===== config.mk =====
export PLATFORM = sky130hd
export DESIGN_NAME = ones_comp_inc
export DESIGN_NICKNAME = d
export VERILOG_FILES = /design/src/rtl/agc_mem_arbiter_inc.sv
export SDC_FILE = /design/constraint.sdc
export NUM_CORES = 1
export LEC_CHECK = 0
export BUFFER_PORTS_ARGS = -buffer_cell sky130_fd_sc_hd__buf_2
export CORE_ASPECT_RATIO = 0.9
export CORE_MARGIN = 4
export CORE_UTILIZATION = 35
export DETAILED_ROUTE_END_ITERATION = 10
export SYNTH_ARGS = -nofsm -noshare
export SYNTH_HDL_FRONTEND = slang
export SYNTH_SLANG_ARGS = --single-unit

===== constraint.sdc =====
create_clock -name vclk -period 7
set_clock_uncertainty 0.1 [all_clocks]
set_input_delay 1.4 -clock vclk [all_inputs]
set_output_delay 1.4 -clock vclk [all_outputs]
set_load 0.05 [all_outputs]

===== src/rtl/agc_mem_arbiter_inc.sv =====
// 15-bit one's-complement +1/-1 with end-around carry and overflow flag.
module ones_comp_inc (
    input  logic [14:0] v,
    input  logic        dir,
    output logic [14:0] r,
    output logic        ovf
);

    logic [14:0] addend;
    logic [15:0] sum;

    always_comb begin
        addend = dir ? 15'h7FFE : 15'h0001;
        sum    = {1'b0, v} + {1'b0, addend};
        r      = sum[14:0] + {14'd0, sum[15]};
        ovf    = (v[14] == addend[14]) && (r[14] != v[14]);
    end

endmodule


### Word level (Yosys, flattened, before mapping)

Index checks and enable logic that the tools add are counted.
W data, S select, Z words.

| word-level totals | value |
|---|---|
| logic and storage cells | 6 |
| output and inout port bits | 16 |
| latch bits | 0 |
| memories | 0 |
| register bits | 0 |
| bits in writable memories | 0 |
| bits of input ports | 16 |
| bits in read-only memories | 0 |

| operators by class | value |
|---|---|
| add/subtract/negate cells | 2 |
| multiply operators | 0 |
| div/mod/pow operators | 0 |
| $lt $le $gt $ge | 0 |
| bitwise logic cells | 0 |
| reductions and logical operators | 1 |
| shifts and indexed selects | 0 |
| equality and inequality tests | 2 |
| mux-type cells | 1 |

Operators with widths:

| cell | count |
|---|---|
| $add A15 B15 Y16 | 1 |
| $add A15 B1 Y15 | 1 |
| $mux W15 | 1 |
| $eq A1 B1 Y1 | 1 |
| $logic_and A1 B1 Y1 | 1 |
| $ne A1 B1 Y1 | 1 |

### Longest topological paths before layout

Gate-level depths: netlist of run 1.

| logic depth | value |
|---|---|
| depth after elaboration | 5 |
| mapped depth | 17 |
| mapped depth without buffers | 17 |

### Worst setup path before layout of run 1

No wires, ideal clock.

| path | value |
|---|---|
| kind | input -> output |
| start point | input port v[2] |
| end point | output port r[14] |
| required time | 5.500 ns |
| cell stages on the path | 16 |
| path slack | 0.142 ns |
| data arrival time | 5.358 ns |
| path buffers | 0 |
| cell sequence | ha_1 -> nand3_1 -> nor2_1 -> o2111ai_1 -> a31oi_1 -> a21o_1 -> a21o_1 -> ha_1 -> ha_1 -> o211ai_1 -> a2111o_1 -> nor4b_4 -> nand4_2 -> nor4b_4 -> xnor2_1 -> xnor2_1 |

| on the way | value |
|---|---|
| word-level cells in the longest chain between the ends | 2 |

Ends and longest elaborated chain:

| item | RTL line | text |
|---|---|---|
| from (decl) | 3 | `input logic [14:0] v,` |
| $add A15 B15 Y16 | 14 | `sum = {1'b0, v} + {1'b0, addend};` |
| $add A15 B1 Y15 | 15 | `r = sum[14:0] + {14'd0, sum[15]};` |
| to (decl) | 5 | `output logic [14:0] r,` |

No other way between the ends.

### Worst setup path in the final report of run 1

| path | value |
|---|---|
| start point | input port dir |
| end point | output port ovf |

| on the way | value |
|---|---|
| word-level cells in the longest chain between the ends | 5 |
| elaborated cells on any way between the ends | 6 |
| classes of those cells | add/sub (2); eq/ne (2); mux (1); reduce/logical (1) |

Ends and longest elaborated chain:

| item | RTL line | text |
|---|---|---|
| from (decl) | 4 | `input logic dir,` |
| $mux W15 (*) | 13 | `addend = dir ? 15'h7FFE : 15'h0001;` |
| $add A15 B15 Y16 | 14 |  |
| $add A15 B1 Y15 | 15 |  |
| $ne A1 B1 Y1 | 16 | `ovf = (v[14] == addend[14]) && (r[14] != v[14]);` |
| $logic_and A1 B1 Y1 (*) | 16 |  |
| to (decl) | 6 | `output logic ovf` |

Every way passes the cells marked *; elsewhere a longest branch is shown, timed or not.

==> results of run 1 <==
==> worst max-delay path, stage by stage <==
cell,delay [ns]
clkbuf_4,0.19
ha_4,0.31
a21o_1,0.17
a31o_2,0.19
o2111ai_1,0.21
a31oi_1,0.27
a21o_1,0.16
a21o_1,0.11
ha_1,0.16
ha_2,0.19
o211ai_1,0.09
a2111o_1,0.35
nor4b_4,0.26
nand4_2,0.18
nor4b_4,0.34
xor3_1,0.25
and2b_1,0.16
buf_2,0.20
==> kinds of logic (layout without fill, tap and decap cells) <==
| family | count (synthesis) | in the layout |
|---|---|---|
| AO/OA/AOI/OAI | 43 | 43 |
| XOR/XNOR | 21 | 21 |
| adder cells (fa/ha/maj) | 18 | 18 |
| buffers and inverters | 9 | 45 |
| multiplexers | 1 | 1 |
| AND/OR/NAND/NOR | 47 | 47 |
==> cells in the final DEF, fill, tap and decap left out, types with 3 or more instances in the layout <==
master   Yosys  routed
xor2_1       9       9
o21ai_0      9       9
a21o_1       7       7
nor3_1       4       4
ha_1        17      10
ha_4         0       3
and3_1       4       4
a21oi_1      8       8
or2_2        4       4
nand2_1      6       6
xnor2_1     10      10
nor2_1       7       6
buf_2        0      31
nand3_1      8       8
buf_4        0       6
inv_1        6       6
ha_2         0       4
==> final cells by class <==
class	instances	area, sq um	share of cell area (%)
inverter	6	22.5	1.60
timing repair buffer	39	219	15.6
multi-input combinational	130	1110	79.2
tap	40	50.0	3.57
==> power breakdown <==
part	internal, mW	switching, mW
registers	0	0
logic	0.0705	0.152
clock network	0	0
==> worst paths after layout <==
check                 slack [ns]   end
worst min-delay path        3.26  r[0]
worst max-delay path        0.29   ovf
==> routing by layer <==
metal  part of all wire (%)  up-vias  track usage, %
met3                    5.6        0           0.547
met4                      0        0               0
met5                      0        -               0
met1                     51      567            21.6
met2                     43       29            24.0
li1                       -      605               -
==> timing repair <==
item / in CTS / in global routing
endpoints found under the setup margin: 0 / 2
buffers inserted: 0 / 2
hold endpoints to repair: 0 / 0
gates resized for setup: 0 / 12
==> metrics.csv, run 1 <==
metric;value;unit
stdcell_area;1400;sq um
antenna_left;0;
die_x;67.0;microns
p_total;222;uW
cts_hold_buf;0;
final_cells;215;
hold_path.class;in -> out;
drt_iter0_drc;51;
clock_buffers;0;
grt_max_degree;11;
synthTopCellsByArea;ha_1, xnor2_1, xor2_1, a21o_1, nor4b_4;
worst_pin_slew;0.536;ns
fp.dieArea;4090;sq um
final_nets;211;
slew_violations;0;
grt_pass1_vias;1077;
synthSimpleGateAreaFrac;27.3;%
hold_violations;0;
fillerInstances;304;
regArea;0;sq um
netlist_area;1100;sq um
placed_cells;213;
max-vdd-ir-drop;0.116;mV
cp_max_fo;9;
rsz0062_at_grt;no;
crit_start;dir;
design.seq.count;0;
wire_per_inst;13.7;microns
whs;3.26;ns
place_congestion;0.869;
criticalPathCategory;in -> out;
wl;2940;microns
antennaDiodeCount;0;
synth-compound-area-share;28.7;%
status;finished, final reports clean;
endpoint_kind;output port;
synth_area_leader_cell;ha_1;
pre_cts_slack;0.0799;ns
worstPathArrival;5.21;ns
hpwl;2440;microns
start_util;38.3;%
synth_cell_types;42;
drtPass1Iterations;5;
relSlewSlack;64.0;%
power.leakage;0.648;nW
synth_nets;173;
antenna_found_initial;0;
synthAdderAreaFrac;21.2;%
finalWorstSetupSlack;0.292;ns
power_density;158;nW/um^2
fmax;0.149;GHz
synthCells;139;
setup_viol;0;
timing.setup.tns;0;ns
coreArea;2860;sq um
drv_cap;0;
seq_area_frac_synth;0;%
muxShareOfSynthArea;0.913;%
syn_to_final_growth;28.1;%
synth_xor_area_share;18.8;%
min_path_cells;4;
synth_top_family_by_area;compound AO/OA/AOI/OAI gates;
place_area;1330;sq um
die_y;61.1;microns
timing.final.crit_share;95.8;%
grt-ovfl-total;0;
via_per_inst;5.59;
start_kind;input port;
min_from;v[0];
numPortBuffers;32;
period_minus_slack;6.71;ns
ys_top_cells_by_count;ha_1, xnor2_1, o21ai_0, xor2_1;
rows;18;
num_vias;1201;
netlist.area_leader.share;19.4;%
grtUsageTotal;14.3;%
post-route-drc-count;0;
synth_most_common_cell;ha_1;
drive_gt1_share;32.6;%
avgSynthCellArea;7.89;sq um
grt_first_pass_wirelength;4710;microns
cp_data_required_time;5.50;ns
yosys_warnings;0;
ios;32;
utilization;49.1;%
Note: power is estimated with default switching activity, not from simulation.
==> run 2: changes to the inputs <==
CORE_MARGIN = unset   (was 4)
==> run 2 against run 1 <==
  * Cell count unchanged
  * Critical path type unchanged
  * Largest power group unchanged
  * Non-clock buffer count unchanged
  * Largest cell class unchanged
  * Fmax up 0.12%
  * Global-route usage up 3.7 points
  * Via count down 3.6%
  * Highest routed layer unchanged
  * Final area up 1.1%
  * Sequential share of layout area unchanged
  * Routed wire length down 1.5%
==> metrics.csv, run 2 (synthesis gave the netlist of run 1 again) <==
metric;value;unit
grtUsageTotal;17.9;%
criticalPathCategory;in -> out;
start_kind;input port;
post-route-drc-count;0;
rsz0062_at_grt;no;
fillerInstances;305;
fp.dieArea;3360;sq um
rows;18;
relSlewSlack;62.6;%
cp_slowest_cell;a2111o_1;
place_congestion;0.886;
wire_per_inst;13.5;microns
numPortBuffers;32;
power_density;158;nW/um^2
cts_hold_buf;0;
period_minus_slack;6.70;ns
antennaDiodeCount;0;
regArea;0;sq um
pwr-share-seq;0;%
die_x;61.0;microns
timing.setup.tns;0;ns
min_from;v[14];
power.leakage;0.646;nW
clkPwrFrac;0;%
endpoint_kind;output port;
grt_first_pass_wirelength;4600;microns
clock_buffers;0;
cp_data_required_time;5.50;ns
internal-power;71.1;uW
max-vdd-ir-drop;0.100;mV
num_vias;1158;
wl;2890;microns
via_per_inst;5.39;
crit_family;compound AO/OA/AOI/OAI gates;
slowest_delay;0.35;ns
cp_max_fo;9;
start_util;38.3;%
drive_gt1_share;34.3;%
grt_max_degree;11;
die_y;55.1;microns
worstPathArrival;5.20;ns
share_comb_of_total_power;100.0;%
grt_pass1_vias;1028;
drtPass1Iterations;4;
hold_path_end;r[14];
hold_path.class;in -> out;
drt_iter0_drc;47;
path_cells;clkbuf_4, ha_4, a21o_1, a311o_1, a311oi_1, a31oi_2, a21o_1, a21o_1, ha_1, ha_2, o211ai_1, a2111o_1, nor4b_4, nand4_2, nor4b_4, xor3_1, and2b_1, buf_2;
timing.final.crit_share;95.7;%
hpwl;2400;microns
antenna_found_initial;0;
worst_pin_slew;0.557;ns
whs;3.26;ns
ios;32;
syn_to_final_growth;29.5;%
min_path_cells;4;
antenna_left;0;
status;finished, final reports clean;
hold_violations;0;
final_common_cell;buf_2;
path_depth;18;
cpMostUsedCell;a21o_1;
drv_cap;0;
final_nets;211;
fmax;0.149;GHz
design.seq.count;0;
most-common-layout-cells;buf_2, xnor2_1, o21ai_0, xor2_1, ha_1;
switchingPower;153;uW
worst-path-buf-inv;2;
slew_violations;0;
setup_viol;0;
grt-ovfl-total;0;
p_sw_share;68.3;%
coreArea;2860;sq um
run 2: cell count changes in the layout (fill, tap and decap cells not counted):
cell,before,now
a31oi_1,2,1
a31oi_2,0,1
ha_1,10,9
ha_2,4,5
o2111ai_1,1,0
o2111ai_2,0,1
run 2: how the worst max path moves through the flow:
stage          start  endpoint  slack [ns]
3_5_place_dp     dir       ovf        0.06
4_1_cts          dir       ovf        0.05
5_1_grt          dir       ovf        0.08
3_3_place_gp     dir       ovf        0.19
2_1_floorplan   v[2]     r[14]        0.14
6_report         dir       ovf        0.30
run 2: tightest hold or removal path: cells and delay by family:
family     cells  cell delay (ns)
xor+xnor       1             0.08
fa+ha+maj      1             0.17
buf+inv        2             0.30
run 2: power groups by stage:
stage               Sequential, mW  Clock (mW)  Combinational (mW)
floorplan                        0           0               0.172
global placement                 0           0               0.215
detailed placement               0           0               0.217
CTS                              0           0               0.218
global route                     0           0               0.240
finish                           0           0               0.224
run 2: metrics by stage:
stage | setup slack (ns) | power, mW | area, sq um | util, % | instances
6_report | 0.300 | 0.224 | 1420 | 49.6 | 215
3_3_place_gp | 0.191 | 0.215 | 1330 | 46.6 | 213
4_1_cts | 0.0498 | 0.218 | 1330 | 46.6 | 213
3_5_place_dp | 0.0643 | 0.217 | 1330 | 46.6 | 213
2_1_floorplan | 0.142 | 0.172 | 1100 | - | 139
5_1_grt | 0.0765 | 0.240 | 1420 | 49.6 | 215
run 2: layout make-up:
| type | instances | area [sq um] | area share (%) |
|---|---|---|---|
| multi-input cells | 130 | 1130 | 79.5 |
| well taps | 40 | 50.0 | 3.53 |
| inverters | 6 | 22.5 | 1.59 |
| repair buffers | 39 | 219 | 15.4 |
run 2: repair_timing:
item,CTS,global route
gates resized for setup,0,15
setup endpoints to repair,0,3
buffers inserted,0,2
run 2: per-layer routing:
| metal | vias to the layer above | part of all wire, % | track usage (%) |
|---|---|---|---|
| met5 | - | 0 | 0 |
| met4 | 0 | 0 | 0 |
| met3 | 0 | 2.4 | 0 |
| met2 | 21 | 45 | 31.0 |
| met1 | 528 | 53 | 26.7 |
| li1 | 609 | - | - |
==> run 3: changes to the inputs <==
PLACE_DENSITY = 0.65   (was unset)
==> run 3 against run 2 <==
  * Sequential share of layout area stayed put
  * Critical path depth increased by 1
  * Routed wire length grew 2.8%
  * Combinational power increased by 3%
  * Clock-buffer cell count unchanged
  * Die area is the same
  * Power increased by 3.2%
  * First-iteration DRC count shrank 13%
==> metrics.csv, run 3 (synthesis gave the netlist of run 1 again) <==
metric;value;unit
status;finished, final reports clean;
whs;3.25;ns
fp.dieArea;3360;sq um
worstPathArrival;5.29;ns
antenna_found_initial;0;
hold_path.class;in -> out;
final_cells;222;
finalWorstSetupSlack;0.207;ns
cp_data_required_time;5.50;ns
via_per_inst;5.50;
pre_cts_slack;-0.0127;ns
endpoint_kind;output port;
hpwl;2410;microns
setup_viol;0;
place_congestion;0.819;
syn_to_final_growth;35.5;%
placed_cells;215;
utilization;51.9;%
timing.setup.tns;0;ns
most-common-layout-cells;buf_2, buf_4, xnor2_1;
grt-ovfl-total;0;
power_density;156;nW/um^2
rows;18;
drive_gt1_share;36.3;%
fillerInstances;287;
hold_violations;0;
wire_per_inst;13.4;microns
regArea;0;sq um
fmax;0.147;GHz
coreArea;2860;sq um
numPortBuffers;32;
antenna_left;0;
wl;2970;microns
start_util;38.3;%
num_vias;1220;
period_minus_slack;6.79;ns
drt_iter0_drc;41;
final_nets;218;
grt_pass1_vias;1046;
grt_max_degree;10;
p_total;231;uW
ios;32;
die_x;61.0;microns
max-vdd-ir-drop;0.106;mV
relSlewSlack;65.4;%
grt_first_pass_wirelength;4420;microns
start_kind;input port;
cp_max_fo;9;
criticalPathCategory;in -> out;
slew_violations;0;
die_y;55.1;microns
antennaDiodeCount;0;
worst_pin_slew;0.515;ns
drv_cap;0;
power.leakage;0.685;nW
drtPass1Iterations;4;
place_area;1350;sq um
stdcell_area;1490;sq um
design.seq.count;0;
post-route-drc-count;0;
grtUsageTotal;16.9;%
final_common_cell;buf_2;
clock_buffers;0;
timing.final.crit_share;97.0;%
-- run 3: cell types whose count changed in the layout (fill, tap and decap cells not counted), sizes merged --
cell,change
buf,+8
clkbuf,-1
-- run 3: critical path, cell delays in order --
cell and delay (ns):
buf_4 0.18, buf_8 0.16, ha_1 0.28, a21oi_1 0.07, nor2_2 0.14, o2111ai_2 0.17
a31oi_1 0.25, a21o_1 0.17, a21o_1 0.13, ha_2 0.20, ha_4 0.14, o211ai_1 0.08
a2111o_1 0.35, nor4b_4 0.28, nand4_2 0.18, nor4b_4 0.32, xor3_1 0.45, and2b_1 0.18
buf_6 0.15
-- run 3: power by group --
| group | switching (mW) | internal (mW) | leakage (nW) |
|---|---|---|---|
| clock | 0 | 0 | 0 |
| combinational | 0.155 | 0.0769 | 0.685 |
| sequential | 0 | 0 | 0 |
-- run 3: path summary, 6_finish.rpt --
path   from  cells after the start   to  slack, ns
max     dir                     19  ovf       0.21
min   v[14]                      4  ovf       3.25
-- run 3: layout make-up --
type / instances / area [sq um] / area share [%]
Inverter: 6 / 22.5 / 1.52
Multi-Input combinational cell: 130 / 1130 / 76.2
Tap cell: 40 / 50.0 / 3.37
Timing Repair Buffer: 46 / 282 / 19.0
-- run 3: per-layer routing --
layer  global-route usage (%)  vias up  part of all wire, %
met5                        0        -                    0
met4                     1.52        0                    0
met3                    0.698        0                  2.9
met2                     32.2       28                   51
met1                     21.9      563                   46
li1                         -      629                    -
-- run 3: repair_timing --
| action | 4_1_cts | 5_1_grt |
|---|---|---|
| pin swaps | 1 | 9 |
| endpoints found under the setup margin | 1 | 2 |
| endpoints found under the hold margin | 0 | 0 |
| resized for setup | 0 | 20 |
| hold buffers | 0 | 0 |
| setup buffers | 1 | 6 |
